<file path="src/rtl/serial_rx_frame_ctrl_if.sv">
// Byte handshake between the serial receive controller and its consumer.
// The master side presents the FIFO head byte; the slave side accepts it with i_ready.
interface serial_rx_frame_ctrl_if;
  logic [7:0] o_byte;
  logic       o_valid;
  logic       i_ready;

  modport master (output o_byte, output o_valid, input i_ready);
  modport slave  (input o_byte, input o_valid, output i_ready);
endinterface

</file>
<file path="src/rtl/serial_rx_frame_ctrl.sv">
// Oversampling receiver for 11-bit odd-parity frames with a small byte FIFO.
// Define RX_ERR_CNT_EN to add saturating parity/framing error counters.
module serial_rx_frame_ctrl #(
  parameter int CLKS_PER_BIT = 16,
  parameter int FIFO_DEPTH   = 4,
  parameter int LVL_W        = 3
) (
  input  logic             clk,
  input  logic             rst_n,
  input  logic             i_data,
  serial_rx_frame_ctrl_if.master rx,
  output logic             o_parity_err,
  output logic             o_frame_err,
  output logic             o_overrun,
  output logic             o_busy,
  output logic [LVL_W-1:0] o_level
`ifdef RX_ERR_CNT_EN
  ,
  output logic [7:0]       o_perr_cnt,
  output logic [7:0]       o_ferr_cnt
`endif
);

  localparam int TW = $clog2(CLKS_PER_BIT);
  localparam int PW = $clog2(FIFO_DEPTH);
  localparam logic [TW-1:0]    BIT_LAST  = TW'(CLKS_PER_BIT - 1);
  localparam logic [TW-1:0]    HALF_LAST = TW'(CLKS_PER_BIT / 2 - 1);
  localparam logic [LVL_W-1:0] FULL_LVL  = LVL_W'(FIFO_DEPTH);

  typedef enum logic [2:0] {
    IDLE, START, DATA, PARITY, STOP, BRK_WAIT
  } state_t;

  state_t        state_q, state_d;
  logic [TW-1:0] timer_q, timer_d;
  logic [2:0]    idx_q, idx_d;
  logic [7:0]    shreg_q, shreg_d;
  logic          par_q, par_d;
  logic          push_q, push_d;
  logic          perr_q, perr_d;
  logic          ferr_q, ferr_d;
  logic [1:0]    sync_q;
  logic          ln;
  logic          bit_end, half_end;

  always_ff @(posedge clk) begin
    if (!rst_n) sync_q <= 2'b11;
    else        sync_q <= {sync_q[0], i_data};
  end

  assign ln       = sync_q[1];
  assign bit_end  = (timer_q == BIT_LAST);
  assign half_end = (timer_q == HALF_LAST);

  always_ff @(posedge clk) begin
    if (!rst_n) begin
      state_q <= IDLE;
      timer_q <= '0;
      idx_q   <= '0;
      shreg_q <= '0;
      par_q   <= 1'b0;
      push_q  <= 1'b0;
      perr_q  <= 1'b0;
      ferr_q  <= 1'b0;
    end else begin
      state_q <= state_d;
      timer_q <= timer_d;
      idx_q   <= idx_d;
      shreg_q <= shreg_d;
      par_q   <= par_d;
      push_q  <= push_d;
      perr_q  <= perr_d;
      ferr_q  <= ferr_d;
    end
  end

  // Start is qualified at half a bit; every later sample is one full bit on, i.e. mid-bit.
  always_comb begin
    state_d = state_q;
    timer_d = timer_q;
    idx_d   = idx_q;
    shreg_d = shreg_q;
    par_d   = par_q;
    push_d  = 1'b0;
    perr_d  = 1'b0;
    ferr_d  = 1'b0;
    case (state_q)
      IDLE: begin
        timer_d = '0;
        if (!ln) state_d = START;
      end
      START: begin
        timer_d = timer_q + 1'b1;
        if (half_end) begin
          timer_d = '0;
          idx_d   = '0;
          state_d = ln ? IDLE : DATA;
        end
      end
      DATA: begin
        timer_d = timer_q + 1'b1;
        if (bit_end) begin
          timer_d        = '0;
          shreg_d[idx_q] = ln;
          idx_d          = idx_q + 3'd1;
          if (idx_q == 3'd7) state_d = PARITY;
        end
      end
      PARITY: begin
        timer_d = timer_q + 1'b1;
        if (bit_end) begin
          timer_d = '0;
          par_d   = ln;
          state_d = STOP;
        end
      end
      STOP: begin
        timer_d = timer_q + 1'b1;
        if (bit_end) begin
          timer_d = '0;
          if (ln) begin
            if (^{shreg_q, par_q}) push_d = 1'b1;
            else                   perr_d = 1'b1;
            state_d = IDLE;
          end else begin
            ferr_d  = 1'b1;
            state_d = BRK_WAIT;
          end
        end
      end
      BRK_WAIT: begin
        timer_d = '0;
        if (ln) state_d = IDLE;
      end
      default: begin
        timer_d = '0;
        state_d = IDLE;
      end
    endcase
  end

  assign o_parity_err = perr_q;
  assign o_frame_err  = ferr_q;
  assign o_busy       = (state_q != IDLE);

  logic [7:0]       mem [FIFO_DEPTH];
  logic [PW-1:0]    wr_ptr, rd_ptr;
  logic [LVL_W-1:0] level;
  logic             full, empty, pop, wr_en;

  assign full  = (level == FULL_LVL);
  assign empty = (level == '0);
  assign pop   = !empty && rx.i_ready;
  // A simultaneous pop frees a slot, so a push into a full FIFO still lands.
  assign wr_en = push_q && (!full || pop);

  always_ff @(posedge clk) begin
    if (!rst_n) begin
      for (int i = 0; i < FIFO_DEPTH; i++) mem[i] <= '0;
      wr_ptr <= '0;
      rd_ptr <= '0;
      level  <= '0;
    end else begin
      if (wr_en) begin
        mem[wr_ptr] <= shreg_q;
        wr_ptr      <= wr_ptr + 1'b1;
      end
      if (pop) rd_ptr <= rd_ptr + 1'b1;
      case ({wr_en, pop})
        2'b10:   level <= level + 1'b1;
        2'b01:   level <= level - 1'b1;
        default: level <= level;
      endcase
    end
  end

  assign rx.o_byte  = mem[rd_ptr];
  assign rx.o_valid = !empty;
  assign o_level    = level;
  assign o_overrun  = push_q && full && !pop;

`ifdef RX_ERR_CNT_EN
  logic [7:0] perr_cnt, ferr_cnt;

  always_ff @(posedge clk) begin
    if (!rst_n) begin
      perr_cnt <= '0;
      ferr_cnt <= '0;
    end else begin
      if (perr_q && perr_cnt != 8'hFF) perr_cnt <= perr_cnt + 8'd1;
      if (ferr_q && ferr_cnt != 8'hFF) ferr_cnt <= ferr_cnt + 8'd1;
    end
  end

  assign o_perr_cnt = perr_cnt;
  assign o_ferr_cnt = ferr_cnt;
`endif

endmodule
</file>
<file path="src/flat_wrapper.sv">
// flat-port wrapper written by rule: the top's interface ports become plain ports
module serial_rx_frame_ctrl_flat 
#(
  parameter int CLKS_PER_BIT = 16,
  parameter int FIFO_DEPTH   = 4,
  parameter int LVL_W        = 3
)
  (clk, rst_n, i_data, o_parity_err, o_frame_err, o_overrun, o_busy, o_level, rx_o_byte, rx_o_valid, rx_i_ready);
  serial_rx_frame_ctrl_if rx_i ();
  input  logic clk;
  input  logic rst_n;
  input  logic i_data;
  output logic o_parity_err;
  output logic o_frame_err;
  output logic o_overrun;
  output logic o_busy;
  output logic [LVL_W-1:0] o_level;
  output wire logic [$bits(rx_i.o_byte)-1:0] rx_o_byte;
  output wire logic [$bits(rx_i.o_valid)-1:0] rx_o_valid;
  input wire logic [$bits(rx_i.i_ready)-1:0] rx_i_ready;
  assign rx_o_byte = rx_i.o_byte;
  assign rx_o_valid = rx_i.o_valid;
  assign rx_i.i_ready = rx_i_ready;
  serial_rx_frame_ctrl #(.CLKS_PER_BIT(CLKS_PER_BIT), .FIFO_DEPTH(FIFO_DEPTH), .LVL_W(LVL_W)) u_core (.clk(clk), .rst_n(rst_n), .i_data(i_data), .rx(rx_i), .o_parity_err(o_parity_err), .o_frame_err(o_frame_err), .o_overrun(o_overrun), .o_busy(o_busy), .o_level(o_level));
endmodule
</file>
<file path="config.mk">
export PLATFORM = sky130hd
export DESIGN_NAME = serial_rx_frame_ctrl_flat
export DESIGN_NICKNAME = d
export VERILOG_FILES = /design/src/rtl/serial_rx_frame_ctrl_if.sv /design/src/rtl/serial_rx_frame_ctrl.sv /design/src/flat_wrapper.sv
export SDC_FILE = /design/constraint.sdc
export NUM_CORES = 1
export LEC_CHECK = 0
export CAP_MARGIN = 20
export CELL_PAD_IN_SITES_DETAIL_PLACEMENT = 0
export CELL_PAD_IN_SITES_GLOBAL_PLACEMENT = 1
export CORE_AREA = 2 2 85 87
export DETAILED_ROUTE_END_ITERATION = 10
export DIE_AREA = 0 0 87 89
export HOLD_SLACK_MARGIN = 0.03
export PLACE_DENSITY = 0.79
export SLEW_MARGIN = 20
export SYNTH_ARGS = -nofsm -noshare
export SYNTH_HDL_FRONTEND = slang
export SYNTH_SLANG_ARGS = --single-unit
</file>
<file path="constraint.sdc">
create_clock -name clk -period 3.1 [get_ports clk]
set_input_delay 0.31 -clock clk [delete_from_list [all_inputs] [get_ports clk]]
set_output_delay 0.31 -clock clk [all_outputs]
set_load 0.02 [all_outputs]
</file>
# Yosys cells after proc, flatten, opt, wreduce, memory -nomap -nowiden
# Memory sizes are Yosys's and may differ from the RTL's. A register that Yosys moved wholly into a read port is not among the register bits.
# Index checks and enable logic that the tools add are counted.
[word_totals]
ff_bits = 31
mem_bits_rw = 32
output_inout_bits = 16
wordCells = 94
mem_count = 1
[memory_table]
columns = ["memory", "words", "width", "rd", "rd_ports_with_merged_regs", "write_ports", "line", "source"]
rows = [
  ["u_core.mem", 4, 8, 1, 1, 4, "serial_rx_frame_ctrl.sv:146", "logic [7:0] mem [FIFO_DEPTH];"],
]
[classes]
addsub = 6
order_cmp = 2
eq_ne = 18
muxes = 32
reduce_logical = 23
[op_table]
columns = ["op", "n"]
rows = [
  ["3-bit two-way mux", 10],
  ["3-bit one-hot mux with 6 select lines", 1],
  ["3-bit equality test (second input constant)", 4],
  ["2-bit by 1-bit inequality test with 1-bit output (second input constant)", 6],
  ["3-bit one-hot mux with 2 select lines", 2],
  ["1-bit two-way mux", 9],
  ["9-bit parity", 1],
  ["8-bit bitwise mux", 1],
  ["2-bit two-way mux", 4],
  ["4-bit two-way mux", 2],
  ["8-bit two-way mux", 1],
  ["4-bit one-hot mux with 2 select lines", 1],
  ["8-bit OR reduction", 1],
  ["7-bit AND reduction", 1],
  ["3-bit by 1-bit adder with 3-bit output (second input constant)", 2],
  ["3-bit by 2-bit equality test with 1-bit output (second input constant)", 2],
  ["3-bit logical NOT", 2],
  ["3-bit AND reduction", 2],
  ["1-bit logical AND", 5],
  ["2-bit by 1-bit adder with 2-bit output (second input constant)", 2],
  ["4-bit by 1-bit adder with 4-bit output (second input constant)", 1],
  ["4-bit by 3-bit equality test with 1-bit output (second input constant)", 1],
  ["4-bit equality test (second input constant)", 1],
  ["3-bit by 4-bit < comparator with 1-bit output (second input constant)", 1],
  ["14 further kinds", 18],
]

# Longest topological paths before layout
# Gate-level depths: netlist (run 1).
[depth]
word_depth = 10
mapped_depth = 8

# Worst setup path after synthesis (run 1)
# Ideal clock, no wire load.
[synth_timing]
kind = "flip-flop to flip-flop"
start = "register u_core.level[2] (netlist: u_core.o_level[2])"
end = "register u_core.level[2] (netlist: u_core.o_level[2])"
setup_ns = 0.071
arrival_ns = 2.285
slack_ns = 0.744
path_stages_with_launch = 9
n_path_buf = 0
period_less_slack_ns = 2.356
cell_sequence = "dfxtp_1 > or4b_4 > nand2_1 > ha_1 > inv_1 > fa_1 > xor2_1 > or3_1 > a21oi_1"
[synth_between]
elab_chain_len = 7
[synth_rtl]
columns = ["element", "line", "source"]
rows = [
  ["start: declaration", "serial_rx_frame_ctrl.sv:148", "logic [LVL_W-1:0] level;"],
  ["start signal: assignment", "serial_rx_frame_ctrl.sv:170", "2'b10: level <= level + 1'b1;"],
  ["start signal: assignment", "serial_rx_frame_ctrl.sv:171", "2'b01: level <= level - 1'b1;"],
  ["start signal: assignment", "serial_rx_frame_ctrl.sv:172", "default: level <= level;"],
  ["3-bit logical NOT", "serial_rx_frame_ctrl.sv:152", "assign empty = (level == '0);"],
  ["1-bit logical NOT", "serial_rx_frame_ctrl.sv:153", "assign pop = !empty && rx.i_ready;"],
  ["1-bit logical AND", "serial_rx_frame_ctrl.sv:153", ""],
  ["1-bit logical OR", "serial_rx_frame_ctrl.sv:155", "assign wr_en = push_q && (!full || pop);"],
  ["1-bit logical AND", "serial_rx_frame_ctrl.sv:155", ""],
  ["2-bit by 1-bit equality test with 1-bit output or 2-bit equality test (tied branches)", "serial_rx_frame_ctrl.sv:169", "case ({wr_en, pop})"],
  ["3-bit one-hot mux with 2 select lines or 2-bit nonzero test (tied branches)", "--", ""],
]
# Parallel ways exist; a longest one is shown, timed or not.
# A chain may end at the register's enable or synchronous reset.

==> metrics list, run 1 <==
* Critical path buffer and inverter count: 1
- Each instance of the synthesized netlist takes up on average 11.2 sq um.
- Synth Area in Adders: 0.0236
- Transition time at the pin with the least slew margin: 0.528 ns
- Global routing finished with a remaining overflow of 0.
- In this run the cell area of the synthesized design comes to 2970 sq um.
* Number of antenna-violating nets in the routed design: 0
* Slack of the worst reg-to-reg path: 0.69 ns
- Register area share after synthesis: 0.546
* Largest net degree at the start of global routing: 16
- The setup path with the least slack is of type flop to output port.
- Endpoint, Worst Hold: u_core.sync_q[1]
- Worst clock skew: 0.0119 ns
- Largest family of logic cells by synthesized area: simple AND/OR/NAND/NOR gates
- The worst path needs 2.45 ns of the cycle, external delays included.
- Crit path cell chain: mux4_2 > clkdlybuf4s50_1
* Count of unresolved DRC violations after routing: 0
* Final Instance Count excl. Fillers: 375
- In the finished design, the share of the clock period the worst path needs comes to 0.791.
- The count of pins over their slew limit came to 0.
* Number of flops mapped to enable cells by yosys: 32
- The initialized floorplan defines 30 standard-cell rows.
* Count of cells along the worst register-to-register path: 8
* Num Clock Sinks: 65
* Post-CTS Resized: 0
* Share of synthesized area spent on multiplexers: 0.0944
- Maximum vdd ir drop: 249 uV
- Setup repair after global routing left no endpoint under its margin.
* DR WL/cell: 14.4 um
- At the later pin of the worst-skew pair, clock insertion delay measures 0.35 ns.
* Input/output buffers: 19
- Timing would allow up to 408 MHz.
* Via count of the first global-routing pass: 1823
* Number of instances in the synthesized netlist: 265
- In the global route stage, overall resource usage came out at 0.156.
- The most used flip-flop cell after synthesis is sky130_fd_sc_hd__dfxtp_1.
- The worst setup path is launched from a flop.
- Yosys printed 0 warnings.
* Critical Path Slowest Stage Cell: sky130_fd_sc_hd__dfxtp_1
- Worst setup EP type: output port
- Of the total synthesized cell area, the portion taken by AND, OR, NAND and NOR gates is 0.201.
- The net count of the finished layout is 299.
- Sum of negative setup slack: 0 ns
* Layout Area Growth over Synthesis: 16.5%
- The wire-length estimate of the detail-placed layout is 3860 um.
- Once the clock tree was built, the setup fixing pass inserted 0 buffers.
- Clk pin slew, worst setup/hold paths: 0.08 ns
* Max stage delay on crit path: 0.67 ns
- Critical Path Fanout Max: 8
- Hold Path Cell Cnt: 1
- Family with the most delay on the worst path: flip-flops
- Length of the first detailed-routing pass in iterations: 4
- When the netlist entered floorplanning its net count stood at 274.
- # Max-Cap Violations: 0
- TritonCTS built the clock tree.
- The number of hold-slack violations in the final timing report was 0.
- Routability Congestion: 0.788
- 0 antenna diodes ended up in the layout.
* Wire length of the first global-routing pass: 8940 um
- Number of storage elements in the synthesis netlist: 65
- Using the TritonRoute via totals, the vias-per-cell ratio works out to 5.09.
- For the worst setup path, the data arrival time is 2.14 ns.
- The core region is 6720 sq um.
* Initial standard-cell utilization of the core: 0.442
- Worst Hold Class: flop to flop
- Synth unique cells: 43
- Power density normalized to cell area: 534 nW/um^2
- 20 I/O pins were placed.
- Share of synthesized flip-flops with an asynchronous set or reset: 0
- The H-tree was split into 3 levels.
- Die Span Y: 89 um
- Final setup fails: 0
- For this block, the routed nets add up to 5400 um of wire.
- In the final layout, the share of cells above drive strength 1 is 0.122.
- Origin of the worst min-delay path: u_core.sync_q[0]
- In this run the static leakage power is 1.27 nW.
* Post-synthesis share of cell area spent on xor and xnor gates: 0.0489
- Data required time at the worst endpoint: 2.79 ns
* Number of cells in the design after placement: 359
- The detailed router placed 1909 vias in this run.
- Result of the run: finished, final reports clean
- Launch instance of the worst register-to-register path: u_core.o_level[0]
* Number of antenna violations at the first check in global routing: 0
* Endpoint of the lowest-slack register-to-register path: u_core.o_level[2]
- The first routing iteration left 78 violations.
- In this run, CTS created clock tree buffers numbering 9.
- The number of hold buffers added after CTS was 0.
- The die covers 7740 sq um.
* Max clock buf depth: 2
- In this run the tightest slew margin relative to its limit is 0.643.
- Floorplan die width: 87 um
* Compound-cell area share of the yosys netlist: 0.0505
- The root buffer cell chosen for the clock tree is sky130_fd_sc_hd__clkbuf_8.
## sequential cells by signal, indices dropped and copies added (netlist names), named ones only
signal               cells
u_core.o_level           3
u_core.state_q           3
u_core.timer_q           4
u_core.mem              32
u_core.sync_q            2
u_core.idx_q             3
u_core.o_frame_err       1
u_core.par_q             1
u_core.rd_ptr            2
u_core.shreg_q           8
u_core.push_q            1
u_core.wr_ptr            2
u_core.o_parity_err      1
## through the flow
step	total power [W]	hold slack (ns)	worst slack, ns	cell area (sq um)	util
2_1_floorplan	0.00105	0.386	0.744	2970	-
3_3_place_gp	0.00110	0.394	0.424	3250	0.484
6_report	0.00185	0.416	0.647	3460	0.515
5_1_grt	0.00191	0.435	0.500	3460	0.515
3_5_place_dp	0.00110	0.412	0.368	3250	0.484
4_1_cts	0.00186	0.423	0.608	3460	0.515
## worst register-to-register path, cell delays in order (launching register included)
cell	delay (ns)
sky130_fd_sc_hd__dfxtp_1	0.36
sky130_fd_sc_hd__or4b_4	0.58
sky130_fd_sc_hd__nand2_1	0.16
sky130_fd_sc_hd__ha_1	0.21
sky130_fd_sc_hd__inv_1	0.06
sky130_fd_sc_hd__fa_1	0.37
sky130_fd_sc_hd__xor2_1	0.16
sky130_fd_sc_hd__or3_1	0.31
sky130_fd_sc_hd__a21oi_1	0.13
## how the worst max path moves through the flow
| stage | startpoint | end | cells past startpoint | slack [ns] |
|---|---|---|---|---|
| finish | flop | rx_o_byte[5] | 2 | 0.65 |
| global route | flop | rx_o_byte[5] | 2 | 0.50 |
| floorplan | u_core.o_level[2] | u_core.o_level[2] | 8 | 0.74 |
| CTS | flop | rx_o_byte[5] | 2 | 0.61 |
| global placement | rx_i_ready | u_core.o_level[2] | 9 | 0.42 |
| detailed placement | rx_i_ready | u_core.o_level[2] | 9 | 0.37 |
## layer usage
| layer | up-vias | share of wire | global-route usage |
|---|---|---|---|
| met5 | - | 0 | 0 |
| met4 | 0 | 0.019 | 0.0682 |
| met3 | 9 | 0.030 | 0.0471 |
| met2 | 23 | 0.49 | 0.255 |
| met1 | 894 | 0.46 | 0.193 |
| li1 | 983 | - | - |
## kinds of logic after synthesis
kind of cell	Yosys count
flops	65
xor+xnor	15
compound gates	23
mux	18
buf+inv	25
simple gates	114
fa+ha+maj	5
## area by class of cell
cell class              instances  area, sq um
clock buffers                   9          124
clock inverters                 7         85.1
fillers                       595         3260
inverters                      14         52.6
multi-input cells             175         1240
flip-flops and latches         65         1620
well taps                      80          100
repair buffers                 25          235
## cell usage after synthesis, types with 5 or more instances
library cell / number / area (sq um)
sky130_fd_sc_hd__and2_1: 12 / 75.1
sky130_fd_sc_hd__xnor2_1: 8 / 70.1
sky130_fd_sc_hd__xor2_1: 6 / 52.6
sky130_fd_sc_hd__nor2_1: 42 / 158
sky130_fd_sc_hd__a21oi_1: 6 / 30.0
sky130_fd_sc_hd__o21ai_0: 8 / 40.0
sky130_fd_sc_hd__nand2b_1: 6 / 37.5
sky130_fd_sc_hd__buf_2: 5 / 25.0
sky130_fd_sc_hd__nand4_1: 7 / 43.8
sky130_fd_sc_hd__nand2_1: 11 / 41.3
sky130_fd_sc_hd__mux2i_1: 10 / 100
sky130_fd_sc_hd__and3_1: 5 / 31.3
sky130_fd_sc_hd__mux4_2: 8 / 180
sky130_fd_sc_hd__nand3_1: 7 / 35.0
sky130_fd_sc_hd__dfxtp_1: 33 / 661
sky130_fd_sc_hd__inv_1: 14 / 52.6
sky130_fd_sc_hd__edfxtp_1: 32 / 961
## placed cells by master, fill, tap and decap left out, drive strengths merged, types with 4 or more instances in the layout
master / instances
mux2i: 10
buf: 6
nand2b: 6
clkdlybuf4s50: 19
dfxtp: 33
nand4: 7
inv: 14
clkinv: 5
nand3: 7
edfxtp: 32
nand2: 13
a21oi: 6
clkbuf: 9
mux4: 8
o21ai: 8
and2: 12
and3: 6
nor2b: 4
nor2: 42
xnor2: 8
ha: 4
xor2: 6
## where the power goes
| part | leakage (nW) | switching, W | internal, W |
|---|---|---|---|
| Sequential | 0.570 | 0.0000244 | 0.000927 |
| Clock | 0.106 | 0.000324 | 0.000444 |
| Combinational | 0.597 | 0.0000659 | 0.0000623 |
| Total | 1.27 | 0.000414 | 0.00143 |
(Power assumes the default switching activity.)
==> run 2, diff against run 1 <==
CORE_AREA = 2 2 88 90   (was 2 2 85 87)
DIE_AREA = 0 0 90 92   (was 0 0 87 89)
PLACE_DENSITY = 0.77   (was 0.79)
clock period = 2.1 ns   (was 3.1 ns; I/O delays follow)
==> metrics list, run 2 (synthesized netlist as in run 1, its figures left out) <==
* Result of the run: finished, final reports clean
* Count of cells along the worst register-to-register path: 8 (unchanged)
- Power dissipated by switching net loads: 0.000611 W (+48%)
* Power density normalized to cell area: 734 nW/um^2 (+37%)
- Std-Cell Rows: 32 (+6.7%)
- The number of vias after detailed routing came to 1978 (+3.6%).
- The placeable core region is 7450 sq um (+11%).
* Worst setup EP type: flop
* Smallest setup slack after layout: 0.0227 ns (-0.624 ns)
- Final wirelength: 5350 um (-0.94%)
- The count of hold buffers inserted by post-cts repair was 0 (unchanged).
* Unrepaired setup endpoints after global routing: true
- The final clock skew came to 0.0112 ns (-0.000744 ns).
- Number of flip-flops in the largest register: 32 (unchanged)
- In this run the worst hold path is classified as flop to flop.
- Relative to the synthesized area, the layout overhead comes to 19.6%.
* # nets final: 308 (+3.0%)
- Data required time at the worst endpoint: 2.37 ns (-0.42 ns)
* Part of the total power dissipated in the clock network: 0.391 (-0.025)
* TritonCTS clock tree: built
- The initial antenna violation count came to 0 (unchanged).
- The hold-critical path depth came to 1 (unchanged).
- The diode insertion count for antenna repair was 0 (unchanged).
- The CTS clock-pin slew for the worst setup and hold paths is 0.07 ns (about the same).
* Total internal power: 0.00200 W (+39%)
* Count of unresolved DRC violations after routing: 0 (unchanged)
* Most flop-heavy register: u_core.mem
- Transition time at the pin with the least slew margin: 0.589 ns (+0.0605 ns)
* Vias per cell: 4.87 (-4.3%)
- STA classifies the critical path startpoint as a flop.
- The static power due to leakage came to 1.33 nW (+4.2%).
- Share of total power in combinational logic: 0.070 (about the same)
- The number of global-route vias before repair was 1958 (+7.4%).
* Cts bufs inserted: 9 (unchanged)
- The maximum number of pins on one net before global-route repair is 21 (+5).
* DR WL/cell: 13.2 um (-8.5%)
* Top achievable clock speed: 481 MHz
- Core occupancy in the finished layout: 0.477 (-0.0379)
* Input/output buffers: 19 (unchanged)
- Area of the die: 8280 sq um (+6.9%)
- Tightest slew margin relative to the limit: 0.602 (-0.0409)
- The width of the die is 90 um (+3.4%).
- Worst EP arrival: 2.35 ns (+0.21 ns)
- # Max-Cap Violations: 0 (unchanged)
* Final setup fails: 0 (unchanged)
* Fraction of final layout cells sized beyond drive strength 1: 0.181 (+0.0589)
- Layout fillers: 711 (+19%)
- Leading cell type in the layout, fill and taps excluded: sky130_fd_sc_hd__nor2_1
- Routability Congestion: 0.760 (-3.6%)
- The count of pins over their slew limit is 0 (unchanged).
- The startpoint identified for the worst register-to-register timing path is u_core.o_level[0].
- The switching share of power was 0.235 (+0.0104).
* Number of antenna-violating nets in the routed design: 0 (unchanged)
- The maximum resistive drop on vdd came to 305 uV (+22%).
* Highest-count cells in the layout ignoring fill and taps: 42 x sky130_fd_sc_hd__nor2_1, 32 x sky130_fd_sc_hd__edfxtp_1, 29 x sky130_fd_sc_hd__dfxtp_1
- The number of hold-slack violations in the final timing report is 0 (unchanged).
- Critical Path Fanout Max: 2 (-6)
- The critical path is of the flop to flop type.
- The startpoint identified for the worst hold timing path is u_core.sync_q[0].
* Global routing usage summed across all routing layers: 0.144 (-0.0126)
- Final Cycle Share: 0.989
- The total congestion overflow after global routing is 0 (unchanged).
- The effective utilization at floorplan is 0.399 (-0.0432).
- The worst-case setup slack after placement was -0.328 ns (-0.696 ns).
- The maximum root-to-sink buffer count was 2 (unchanged).
* Top Ports: 20 (unchanged)
- Worst setup path startpoint: u_core.o_level[0]
* Wire length of the first global-routing pass: 9280 um (+3.9%)
- The depth of the CTS H-tree is 3 (unchanged).
- The detailed placement HPWL is 3850 um (-0.14%).
* Clock tree root buffer cell: sky130_fd_sc_hd__clkbuf_8
- The DRC marker count from the first detailed-route iteration was 112 (+44%).
- The number of optimization iterations in the first detailed-route pass came to 4 (unchanged).
* Insertion delay of the later-clocked pin in the worst-skew pair: 0.34 ns (about the same)
- The sequential share of power was 0.538 (+0.023).
* Num Clock Sinks: 65 (unchanged)
- Time the worst path needs with I/O delays and setup: 2.08 ns
- The largest registers in the layout are u_core.mem x32, u_core.shreg_q x8, u_core.timer_q x4.
- Die Span Y: 92 um (+3.4%)
[run 2: cell types whose count changed in the layout (fill, tap and decap cells not counted), sizes merged]
cell | previous run | this run
clkinv | 5 | 3
dlygate4sd2 | 0 | 9
clkbuf | 9 | 10
clkinvlp | 0 | 2
bufinv | 2 | 1
clkdlybuf4s50 | 19 | 10
buf | 6 | 15
[run 2: stage by stage]
| stage | std cells | TNS [ns] | instance area (sq um) | hold slack (ns) | power [W] |
|---|---|---|---|---|---|
| 6_report | 406 | 0 | 3550 | 0.414 | 0.00261 |
| 5_1_grt | 406 | -0.0790 | 3550 | 0.417 | 0.00272 |
| 4_1_cts | 406 | 0 | 3550 | 0.418 | 0.00264 |
| 3_5_place_dp | 389 | -0.678 | 3370 | 0.401 | 0.00162 |
| 3_3_place_gp | 389 | -0.593 | 3370 | 0.393 | 0.00162 |
| 2_1_floorplan | 265 | -0.0256 | 3000 | 0.311 | 0.00155 |
[run 2: layout make-up]
type                            instances  area [sq um]  area share
Multi-Input combinational cell        175          1260       0.356
Inverter                               14          52.6      0.0148
Clock buffer                           10           128      0.0359
Clock inverter                          6          60.1      0.0169
Sequential cell                        65          1630       0.459
Tap cell                              102           128      0.0359
Timing Repair Buffer                   34           292      0.0821
[run 2: final timing paths]
path,endpoint,slack (ns)
setup / recovery,u_core.o_level[2],0.02
setup reg to reg,u_core.o_level[2],0.02
hold / removal,u_core.sync_q[1],0.41
hold reg to reg,u_core.sync_q[1],0.41
[run 2: what timing repair did]
item | in CTS | in global routing
setup buffers | 1 | 0
endpoints found under the setup margin | 10 | 2
gates resized for setup | 9 | 2
pin swaps | 2 | 0
[run 2: critical path: stages (launching register included)]
cell and delay, ns:
sky130_fd_sc_hd__dfxtp_2 0.33, sky130_fd_sc_hd__or4b_4 0.53, sky130_fd_sc_hd__nand2_4 0.10, sky130_fd_sc_hd__ha_4 0.13
sky130_fd_sc_hd__inv_2 0.03, sky130_fd_sc_hd__fa_2 0.32, sky130_fd_sc_hd__xor2_1 0.15, sky130_fd_sc_hd__or3_1 0.31
sky130_fd_sc_hd__a21oi_1 0.11
[run 2: power groups by stage]
stage / sequential (W) / clock (W) / combinational [W]
after floorplan: 0.00141 / 0 / 0.000146
after global placement: 0.00143 / 0 / 0.000188
after detailed placement: 0.00143 / 0 / 0.000191
after CTS: 0.00140 / 0.00105 / 0.000185
after global routing: 0.00141 / 0.00111 / 0.000202
final: 0.00140 / 0.00102 / 0.000183
[run 2: layer usage]
layer,vias up,track usage,part of all wire,wire length [um]
li1,999,-,-,-
met1,949,0.171,0.45,2390
met5,-,0,0,0
met3,10,0.0394,0.024,128
met2,20,0.237,0.51,2700
met4,0,0.0782,0.024,131
